==> src/rtl/mpf_active_req_tracker_pkg.sv <==
// ---------------------------------------------------------------------------
// mpf_active_req_tracker_pkg
// Shared types and helpers for the active request tracker.
//   t_drain_state : drain FSM encoding (IDLE, DRAIN, DONE)
//   count_width() : per-channel counter width. The extra bit above
//                   $clog2(MAX_ACTIVE) lets a count rise past the soft limit.
// ---------------------------------------------------------------------------
package mpf_active_req_tracker_pkg;

    typedef enum logic [1:0] {
        DS_IDLE  = 2'd0,
        DS_DRAIN = 2'd1,
        DS_DONE  = 2'd2
    } t_drain_state;

    function automatic int count_width(input int max_active);
        return $clog2(max_active) + 1;
    endfunction

endpackage

==> src/rtl/mpf_active_req_tracker_if.sv <==
// ---------------------------------------------------------------------------
// mpf_active_req_tracker_if
// Bundles the tracker's event inputs and status outputs.
//   incr/decr      : per-channel issue / retire strobes
//   drain_req      : level request to quiesce all channels
//   stats_clr      : pulse, resets peak counters to the current counts
//   not_empty      : per-channel outstanding-request flag
//   block          : per-channel "stop issuing" flag
//   drain_ack      : all channels drained while blocked
//   err_underflow  : sticky per-channel underflow flags
//   err_overflow   : sticky per-channel saturation flags
//   peak_cnt       : per-channel high-water marks, channel i at [i*CW +: CW]
// Modports: master = event producer, slave = tracker.
// ---------------------------------------------------------------------------
interface mpf_active_req_tracker_if
    import mpf_active_req_tracker_pkg::*;
#(
    parameter int N_CHANNELS = 2,
    parameter int MAX_ACTIVE = 1024
) ();
    localparam int CW = count_width(MAX_ACTIVE);

    logic [N_CHANNELS-1:0]    incr;
    logic [N_CHANNELS-1:0]    decr;
    logic                     drain_req;
    logic                     stats_clr;
    logic [N_CHANNELS-1:0]    not_empty;
    logic [N_CHANNELS-1:0]    block;
    logic                     drain_ack;
    logic [N_CHANNELS-1:0]    err_underflow;
    logic [N_CHANNELS-1:0]    err_overflow;
    logic [N_CHANNELS*CW-1:0] peak_cnt;

    modport master (
        output incr, decr, drain_req, stats_clr,
        input  not_empty, block, drain_ack, err_underflow, err_overflow, peak_cnt
    );

    modport slave (
        input  incr, decr, drain_req, stats_clr,
        output not_empty, block, drain_ack, err_underflow, err_overflow, peak_cnt
    );
endinterface

==> src/rtl/mpf_active_req_tracker_counter.sv <==
// ---------------------------------------------------------------------------
// mpf_active_req_counter
// One channel of the tracker: saturating up/down count, registered
// not-empty flag, soft-limit compare, sticky error flags and an optional
// high-water mark (compiled in by MPF_ACTIVE_TRACKER_STATS_EN).
// Ports:
//   clk, reset      : clock, synchronous active-high reset
//   i_incr, i_decr  : issue / retire strobes
//   i_stats_clr     : reload the peak with the current count
//   o_not_empty     : count != 0 (registered)
//   o_at_limit      : count >= MAX_ACTIVE (from the count register)
//   o_err_underflow : sticky, decrement seen at count 0
//   o_err_overflow  : sticky, increment seen at full-scale count
//   o_peak          : high-water mark (0 when stats are compiled out)
// ---------------------------------------------------------------------------
module mpf_active_req_counter
    import mpf_active_req_tracker_pkg::*;
#(
    parameter int MAX_ACTIVE = 1024,
    parameter int CW         = count_width(MAX_ACTIVE)
) (
    input  logic          clk,
    input  logic          reset,
    input  logic          i_incr,
    input  logic          i_decr,
    input  logic          i_stats_clr,
    output logic          o_not_empty,
    output logic          o_at_limit,
    output logic          o_err_underflow,
    output logic          o_err_overflow,
    output logic [CW-1:0] o_peak
);
    localparam logic [CW-1:0] LIMIT = CW'(MAX_ACTIVE);

    logic [CW-1:0] r_count;
    logic [CW-1:0] w_count_next;
    logic          w_underflow;
    logic          w_overflow;
    logic          r_not_empty;
    logic          r_err_underflow;
    logic          r_err_overflow;

    // Simultaneous incr and decr cancel out; the ends of the range hold.
    always_comb begin
        w_count_next = r_count;
        w_underflow  = 1'b0;
        w_overflow   = 1'b0;
        if (i_incr && !i_decr) begin
            if (r_count == '1) w_overflow = 1'b1;
            else               w_count_next = r_count + CW'(1);
        end else if (i_decr && !i_incr) begin
            if (r_count == '0) w_underflow = 1'b1;
            else               w_count_next = r_count - CW'(1);
        end
    end

    always_ff @(posedge clk) begin
        if (reset) begin
            r_count         <= '0;
            r_not_empty     <= 1'b0;
            r_err_underflow <= 1'b0;
            r_err_overflow  <= 1'b0;
        end else begin
            r_count         <= w_count_next;
            r_not_empty     <= (w_count_next != '0);
            r_err_underflow <= r_err_underflow | w_underflow;
            r_err_overflow  <= r_err_overflow  | w_overflow;
        end
    end

    assign o_not_empty     = r_not_empty;
    assign o_at_limit      = (r_count >= LIMIT);
    assign o_err_underflow = r_err_underflow;
    assign o_err_overflow  = r_err_overflow;

`ifdef MPF_ACTIVE_TRACKER_STATS_EN
    logic [CW-1:0] r_peak;

    // stats_clr restarts the high-water mark from the current occupancy.
    always_ff @(posedge clk) begin
        if (reset)                      r_peak <= '0;
        else if (i_stats_clr)           r_peak <= r_count;
        else if (w_count_next > r_peak) r_peak <= w_count_next;
    end

    assign o_peak = r_peak;
`else
    logic w_unused_stats_clr;
    assign w_unused_stats_clr = i_stats_clr;
    assign o_peak             = '0;
`endif

endmodule

==> src/rtl/mpf_active_req_tracker.sv <==
// ---------------------------------------------------------------------------
// mpf_active_req_tracker
// Tracks outstanding requests on N_CHANNELS independent channels and
// provides back-pressure plus a drain handshake.
// Ports:
//   clk   : clock, rising edge
//   reset : synchronous, active-high
//   bus   : mpf_active_req_tracker_if.slave (events in, status out)
// Parameters: N_CHANNELS (1..8), MAX_ACTIVE (soft per-channel limit, >=2).
// Optional feature: define MPF_ACTIVE_TRACKER_STATS_EN for per-channel
// peak counters; otherwise peak_cnt is tied to 0.
// ---------------------------------------------------------------------------
module mpf_active_req_tracker
    import mpf_active_req_tracker_pkg::*;
#(
    parameter int N_CHANNELS = 2,
    parameter int MAX_ACTIVE = 1024
) (
    input logic                      clk,
    input logic                      reset,
    mpf_active_req_tracker_if.slave  bus
);
    localparam int CW = count_width(MAX_ACTIVE);

    logic [N_CHANNELS-1:0]    w_not_empty;
    logic [N_CHANNELS-1:0]    w_at_limit;
    logic [N_CHANNELS-1:0]    w_err_underflow;
    logic [N_CHANNELS-1:0]    w_err_overflow;
    logic [N_CHANNELS*CW-1:0] w_peak;

    t_drain_state r_state;
    t_drain_state w_state_next;
    logic         w_quiet;

    genvar gi;
    generate
        for (gi = 0; gi < N_CHANNELS; gi++) begin : g_chan
            mpf_active_req_counter #(
                .MAX_ACTIVE (MAX_ACTIVE),
                .CW         (CW)
            ) u_counter (
                .clk             (clk),
                .reset           (reset),
                .i_incr          (bus.incr[gi]),
                .i_decr          (bus.decr[gi]),
                .i_stats_clr     (bus.stats_clr),
                .o_not_empty     (w_not_empty[gi]),
                .o_at_limit      (w_at_limit[gi]),
                .o_err_underflow (w_err_underflow[gi]),
                .o_err_overflow  (w_err_overflow[gi]),
                .o_peak          (w_peak[gi*CW +: CW])
            );
        end
    endgenerate

    // Drained only when every count is zero and nothing is in flight this
    // cycle, so an event on the final cycle cannot slip past the ack.
    assign w_quiet = (w_not_empty == '0) && (bus.incr == '0) && (bus.decr == '0);

    always_comb begin
        w_state_next = r_state;
        case (r_state)
            DS_IDLE:  if (bus.drain_req) w_state_next = DS_DRAIN;
            DS_DRAIN: begin
                if (!bus.drain_req) w_state_next = DS_IDLE;
                else if (w_quiet)   w_state_next = DS_DONE;
            end
            DS_DONE:  if (!bus.drain_req) w_state_next = DS_IDLE;
            default:  w_state_next = DS_IDLE;
        endcase
    end

    always_ff @(posedge clk) begin
        if (reset) r_state <= DS_IDLE;
        else       r_state <= w_state_next;
    end

    assign bus.not_empty     = w_not_empty;
    assign bus.block         = w_at_limit | {N_CHANNELS{r_state != DS_IDLE}};
    assign bus.drain_ack     = (r_state == DS_DONE);
    assign bus.err_underflow = w_err_underflow;
    assign bus.err_overflow  = w_err_overflow;
    assign bus.peak_cnt      = w_peak;

endmodule

==> src/flat_wrapper.sv <==
// flat-port wrapper written by rule: the top's interface ports become plain ports
module mpf_active_req_tracker_flat import mpf_active_req_tracker_pkg::*;
#(
    parameter int N_CHANNELS = 2,
    parameter int MAX_ACTIVE = 1024
)
  (clk, reset, bus_incr, bus_decr, bus_drain_req, bus_stats_clr, bus_not_empty, bus_block, bus_drain_ack, bus_err_underflow, bus_err_overflow, bus_peak_cnt);
  mpf_active_req_tracker_if #(.N_CHANNELS(N_CHANNELS), .MAX_ACTIVE(MAX_ACTIVE)) bus_i ();
  input logic clk;
  input logic reset;
  input wire logic [$bits(bus_i.incr)-1:0] bus_incr;
  input wire logic [$bits(bus_i.decr)-1:0] bus_decr;
  input wire logic [$bits(bus_i.drain_req)-1:0] bus_drain_req;
  input wire logic [$bits(bus_i.stats_clr)-1:0] bus_stats_clr;
  output wire logic [$bits(bus_i.not_empty)-1:0] bus_not_empty;
  output wire logic [$bits(bus_i.block)-1:0] bus_block;
  output wire logic [$bits(bus_i.drain_ack)-1:0] bus_drain_ack;
  output wire logic [$bits(bus_i.err_underflow)-1:0] bus_err_underflow;
  output wire logic [$bits(bus_i.err_overflow)-1:0] bus_err_overflow;
  output wire logic [$bits(bus_i.peak_cnt)-1:0] bus_peak_cnt;
  assign bus_i.incr = bus_incr;
  assign bus_i.decr = bus_decr;
  assign bus_i.drain_req = bus_drain_req;
  assign bus_i.stats_clr = bus_stats_clr;
  assign bus_not_empty = bus_i.not_empty;
  assign bus_block = bus_i.block;
  assign bus_drain_ack = bus_i.drain_ack;
  assign bus_err_underflow = bus_i.err_underflow;
  assign bus_err_overflow = bus_i.err_overflow;
  assign bus_peak_cnt = bus_i.peak_cnt;
  mpf_active_req_tracker #(.N_CHANNELS(N_CHANNELS), .MAX_ACTIVE(MAX_ACTIVE)) u_core (.clk(clk), .reset(reset), .bus(bus_i));
endmodule
==> config.mk <==
export PLATFORM = sky130hd
export DESIGN_NAME = mpf_active_req_tracker_flat
export DESIGN_NICKNAME = d
export VERILOG_FILES = /design/src/rtl/mpf_active_req_tracker_pkg.sv /design/src/rtl/mpf_active_req_tracker_if.sv /design/src/rtl/mpf_active_req_tracker_counter.sv /design/src/rtl/mpf_active_req_tracker.sv /design/src/flat_wrapper.sv
export SDC_FILE = /design/constraint.sdc
export NUM_CORES = 1
export LEC_CHECK = 0
export ABC_AREA = 1
export CAP_MARGIN = 20
export CELL_PAD_IN_SITES_DETAIL_PLACEMENT = 0
export CELL_PAD_IN_SITES_GLOBAL_PLACEMENT = 1
export CORE_MARGIN = 8
export CORE_UTILIZATION = 40
export DETAILED_ROUTE_END_ITERATION = 10
export PLACE_DENSITY_LB_ADDON = 0.1
export RECOVER_POWER = 100
export SLEW_MARGIN = 20
export SYNTH_ARGS = -nofsm -noshare
export SYNTH_HDL_FRONTEND = slang
export SYNTH_SLANG_ARGS = --single-unit
==> constraint.sdc <==
create_clock -name clk -period 4.4 [get_ports clk]
set_clock_uncertainty 0.15 [all_clocks]
set_input_delay 1.1 -clock clk [delete_from_list [all_inputs] [get_ports clk]]
set_output_delay 1.1 -clock clk [all_outputs]
set_load 0.1 [all_outputs]
# Yosys cells after proc, flatten, opt, wreduce, memory -nomap -nowiden

Cells that the tools add are included.

Register bits: 30
Input port bits: 8
Output and inout bits: 31
Word-level logic and storage cells: 70

Add/sub/neg operators: 4
Magnitude comparators: 2
Eq/ne operators: 7
Mux-type cells: 23
Bitwise logic cells: 5
Reductions and logical operators: 20

Operator list:

| cell                                                                   | number |
|---|---|
| 11-bit two-way mux                                                     | 8 |
| 11-bit by 1-bit adder with 11-bit output (second input constant)       | 2 |
| 11-bit equality test (second input constant)                           | 2 |
| 11-bit greater-or-equal comparator (second input constant)             | 2 |
| 11-bit zero test                                                       | 2 |
| 11-bit nonzero test                                                    | 2 |
| 11-bit by 1-bit subtractor with 11-bit output (second input constant)  | 2 |
| 1-bit two-way mux                                                      | 10 |
| 2-bit zero test                                                        | 4 |
| 2-bit two-way mux                                                      | 4 |
| 1-bit logical AND                                                      | 6 |
| 2-bit one-hot mux with 3 select lines                                  | 1 |
| 1-bit zero test                                                        | 4 |
| 2-bit != test (second input constant)                                  | 2 |
| 1-bit bitwise OR                                                       | 4 |
| 3-bit by 2-bit != test with 1-bit output (second input constant)       | 1 |
| 3-bit AND reduction                                                    | 1 |
| 2-bit by 1-bit equality test with 1-bit output (second input constant) | 1 |
| 2-bit equality test (second input constant)                            | 1 |
| 2-bit bitwise OR                                                       | 1 |
| 2-bit nonzero test                                                     | 1 |

# Depth between registers and ports, before layout

Depth after elaboration: 6
Depth in mapped cells: 15
Gate-level depth less buffers: 15

# Modules after synthesis

From an unflattened synthesis, not the netlist that was laid out.

Cell total of the unflattened synthesis: 429
Area total of the unflattened synthesis: 2726.4 um2

By module, submodules not included:

| module                 | instances | cells each | area each (um2) | seq. area each (um2) |
|---|---|---|---|---|
| mpf_active_req_counter | 2         | 204        | 1302.5          | 280.3 |
| mpf_active_req_tracker | 1         | 21         | 121.4           | 40.0 |

# Worst setup path after synthesis

Ideal clock, no wire load.

Path kind: reg-to-output
From: reg u_core.r_state[1]
To: out bus_drain_ack
Arrival time: 1.647 ns
Data required time: 3.150 ns
Path slack: 1.503 ns
Stages on the path, launching flop included: 3
Buffers on the path: 0
Path through: dfxtp_1 inv_1 nor2_1

Cells in the longest elaborated chain, start to end: 1

Ends and longest elaborated chain:

| item                   | RTL line                     | source |
|---|---|---|
| from (decl)            | mpf_active_req_tracker.sv:31 | `t_drain_state r_state;` |
| from (signal assigned) | mpf_active_req_tracker.sv:75 | `else r_state <= w_state_next;` |
| 2-bit equality test    | mpf_active_req_tracker.sv:80 | `assign bus.drain_ack = (r_state == DS_DONE);` |
| to (decl)              | flat_wrapper.sv:17           | `output wire logic [$bits(bus_i.drain_ack)-1:0] bus_drain_ack;` |

No other way between the ends.

# Final worst setup path

From: in bus_decr[1]
To: reg u_core.g_chan[1].u_counter.r_not_empty

Cells in the longest elaborated chain, start to end: 4
Elaborated cells on any way between the ends: 6
Those cells by class: 2 x mux; 4 x reduce/logical

Ends and longest elaborated chain:

| item                                                           | RTL line                                                                   | source |
|---|---|---|
| from (decl)                                                    | flat_wrapper.sv:12                                                         | `input wire logic [$bits(bus_i.decr)-1:0] bus_decr;` |
| 1-bit logical AND / 1-bit zero test (equally long branches)    | mpf_active_req_tracker_counter.sv:51, mpf_active_req_tracker_counter.sv:48 |  |
| 11-bit two-way mux / 1-bit logical AND (equally long branches) | mpf_active_req_tracker_counter.sv:51, mpf_active_req_tracker_counter.sv:48 |  |
| 11-bit two-way mux *                                           | mpf_active_req_tracker_counter.sv:48                                       | `if (i_incr && !i_decr) begin` |
| 11-bit nonzero test *                                          | mpf_active_req_tracker_counter.sv:65                                       | `r_not_empty <= (w_count_next != '0);` |
| to (signal assigned)                                           | mpf_active_req_tracker_counter.sv:65                                       |  |
| to (decl)                                                      | mpf_active_req_tracker_counter.sv:39                                       | `logic r_not_empty;` |

Mark *: on every way between the ends. The rest lies on a longest branch, timed or not.
A chain may end at the register's enable or synchronous reset.

==> flow_summary.ini <==
[global_route]
grt-ovfl-total = 0
grt_max_degree = 30
antenna_found_initial = 0
first_global_vias = 2211
grt.total_usage_pct = 14.6
grt_pass1_wl_um = 10400

[timing]
rsz0062_at_grt = false
worstMarginPinSlew_ns = 0.977
setup_viol = 0
final_max_slew_viol_count = 0
fmax_mhz = 281
post-route-period-util_pct = 80.9
post-route-min-period_ns = 3.56
relSlewSlack_pct = 34.6
finalSetupTns_ns = 0
hold_viol = 0

[synth]
ys_seq_elements = 30
syn_area_per_cell_um2 = 6.05
yosysWarnings = 0
synth_seq_area_share_pct = 23.6
ys_types = 31
syn_area_um2 = 2540
synth_cells = 420

[clocking]
cts_sinks = 30
path_clk_slew_ns = 0.07
clock_latency_ns = 0.28
cts-htree-levels = 2
cts_tree = built
cts_buffer_depth = 2
cts_hold_buf = 0
cts_root_buffer = clkbuf_8
numCtsBuffers = 5
cts_setup_buffers = 0
postCtsResizedCells = 0

[routing]
drtPass1Iterations = 5
routed_wl_um = 6350
avgRoutedWirePerCell_um = 12.6
num_vias = 2459
vias_per_cell = 4.86
ant_nets = 0
route.detailed.drc = 0
drt_iter0_markers = 74

[place]
gp_congestion = 0.859
place_area_um2 = 2620
port_buffers = 15
placed_cells = 498
dp_hpwl_um = 4980

[setup_path]
r2r_start = u_core.g_chan[1].u_counter.r_count[1]
critical_path_required_ns = 4.41
worst-path-max-fanout = 10
r2r_slack_ns = 2.19
startpoint_type = primary input
cp_slowest_cell = nor2_1
path_cells = dlygate4sd3_1 > nor2_1 > clkinv_1 > nand2_1 > o21ai_0 > nor2_1 > nand3_1 > nor2_1 > a21oi_1
slowest_delay_ns = 0.59
crit_arrival_ns = 3.57
worst_r2r_endpoint = u_core.g_chan[1].u_counter.o_not_empty
critical_path_class = primary input to flop
crit_path_frequent_cell = nor2_1
crit_path_end_kind = flop
r2r_cells = 10

[floorplanning]
die-area_um2 = 9160
row_count = 29
die_x_um = 95.7
core_um2 = 6240
ios = 39
initial_core_util_pct = 40.7
die_h_um = 95.7

[final_layout]
final_nets = 440
area.growth.synth_to_final_pct = 5.61
fin_cells = 506
final_core_util_pct = 43.0
antenna_cells = 0
post-route-cell-area_um2 = 2680
final_layout_size_suffix_gt1_share_pct = 7.23

[worst_hold_path]
hold_path_class = flop to flop
holdPathStages = 2
min-delay-start = u_core.g_chan[0].u_counter.o_err_overflow
holdPathEnd = u_core.g_chan[0].u_counter.o_err_overflow

[power_and_ir_drop]
p_per_area_nw_per_um2 = 409
ir_drop_uv = 191
power_leakage_nw = 1.26

[flow_run]
maxCapViolations = 0

[outcome]
status = finished, final reports clean
-- flip-flops by register name, indices dropped and copies added, names as in the netlist --
signal                                   cells
u_core.g_chan.u_counter.r_count             22
u_core.g_chan.u_counter.o_err_overflow       2
u_core.g_chan.u_counter.o_err_underflow      2
u_core.g_chan.u_counter.o_not_empty          2
u_core.r_state                               2
-- cells in the mapped netlist, drive strengths merged --
cell type | number | area [µm²]
o31ai | 1 | 7.51
inv | 45 | 169
a31oi | 2 | 12.5
nand2 | 123 | 492
nor3 | 6 | 30.0
or2 | 1 | 6.26
o21a | 1 | 7.51
buf | 34 | 246
o211ai | 1 | 7.51
nand3b | 2 | 15.0
a21oi | 17 | 85.1
clkinv | 1 | 3.75
o21ai | 5 | 25.0
nand4 | 15 | 93.8
nor2 | 64 | 305
conb | 1 | 3.75
xor2 | 3 | 33.8
nand3 | 61 | 335
clkbuf | 3 | 11.3
dfxtp | 30 | 601
ha | 4 | 50.1
-- cell type report --
cell class / count / area (µm²)
timing repair buffer: 17 / 161
sequential: 30 / 601
clock buffer: 7 / 86.3
clock inverter: 1 / 5.00
tap: 77 / 96.3
inverter: 46 / 173
multi-input combinational: 328 / 1560
fill: 706 / 3560
-- kinds of logic (layout without fill, tap and decap cells) --
logic type / after synthesis / after routing / share of synthesized area, %
other: 1 / 22 / 0.148
AO/OA/AOI/OAI: 27 / 27 / 5.71
XOR/XNOR: 3 / 3 / 1.33
AND/OR/NAND/NOR: 272 / 272 / 50.3
adder cells (fa/ha/maj): 4 / 4 / 1.97
flip-flops: 30 / 30 / 23.6
buffers and inverters: 83 / 71 / 16.9
-- worst max-delay path by stage --
stage | start | end | depth (start not counted)
after floorplan | u_core.r_state[1] | bus_drain_ack | 2
after CTS | u_core.g_chan[0].u_counter.r_count[10] | bus_block[0] | 3
after global routing | bus_decr[1] | u_core.g_chan[1].u_counter.o_not_empty | 9
after detailed placement | bus_incr[1] | u_core.g_chan[1].u_counter.o_not_empty | 10
final | bus_decr[1] | u_core.g_chan[1].u_counter.o_not_empty | 9
after global placement | bus_incr[1] | u_core.g_chan[1].u_counter.o_not_empty | 10
-- layer usage --
| metal | vias to the layer above | part of all wire [%] | track usage [%] |
|---|---|---|---|
| met1 | 1102 | 43 | 16.2 |
| met3 | 8 | 3.0 | 2.34 |
| li1 | 1307 | - | - |
| met5 | - | 0 | 0 |
| met4 | 0 | 1.9 | 6.02 |
| met2 | 42 | 52 | 26.9 |
-- metrics by stage --
step | setup WS [ns] | hold slack [ns] | power [mW]
global placement | 1.10 | 0.290 | 0.882
floorplan | 1.50 | 0.280 | 0.804
CTS | 1.13 | 0.303 | 1.12
detailed placement | 1.08 | 0.292 | 0.881
finish | 0.841 | 0.297 | 1.10
global route | 0.621 | 0.311 | 1.18
-- where the power goes --
part,switching [mW],internal [mW]
Combinational,0.379,0.136
Sequential,0.0467,0.303
Clock,0.107,0.126
Total,0.532,0.564
-- critical path, delay by kind of cell --
| family | cells | cell delay, ns |
|---|---|---|
| AOI/OAI and AO/OA | 2 | 0.21 |
| buffers and inverters | 2 | 1.09 |
| and+or+nand+nor | 5 | 1.17 |
-- placed cells by master, fill, tap and decap left out, types with 5 or more instances in the layout --
cell             n
nor2_1          55
dlygate4sd3_1   11
nand3_2          6
nand3_1         55
conb_1          22
nor3_1           6
nand2_1        118
clkbuf_8         6
dfxtp_1         30
nand4_1         15
a21oi_1         17
nor2_4           5
inv_1           43
Note: power is estimated with default switching activity, not from simulation.
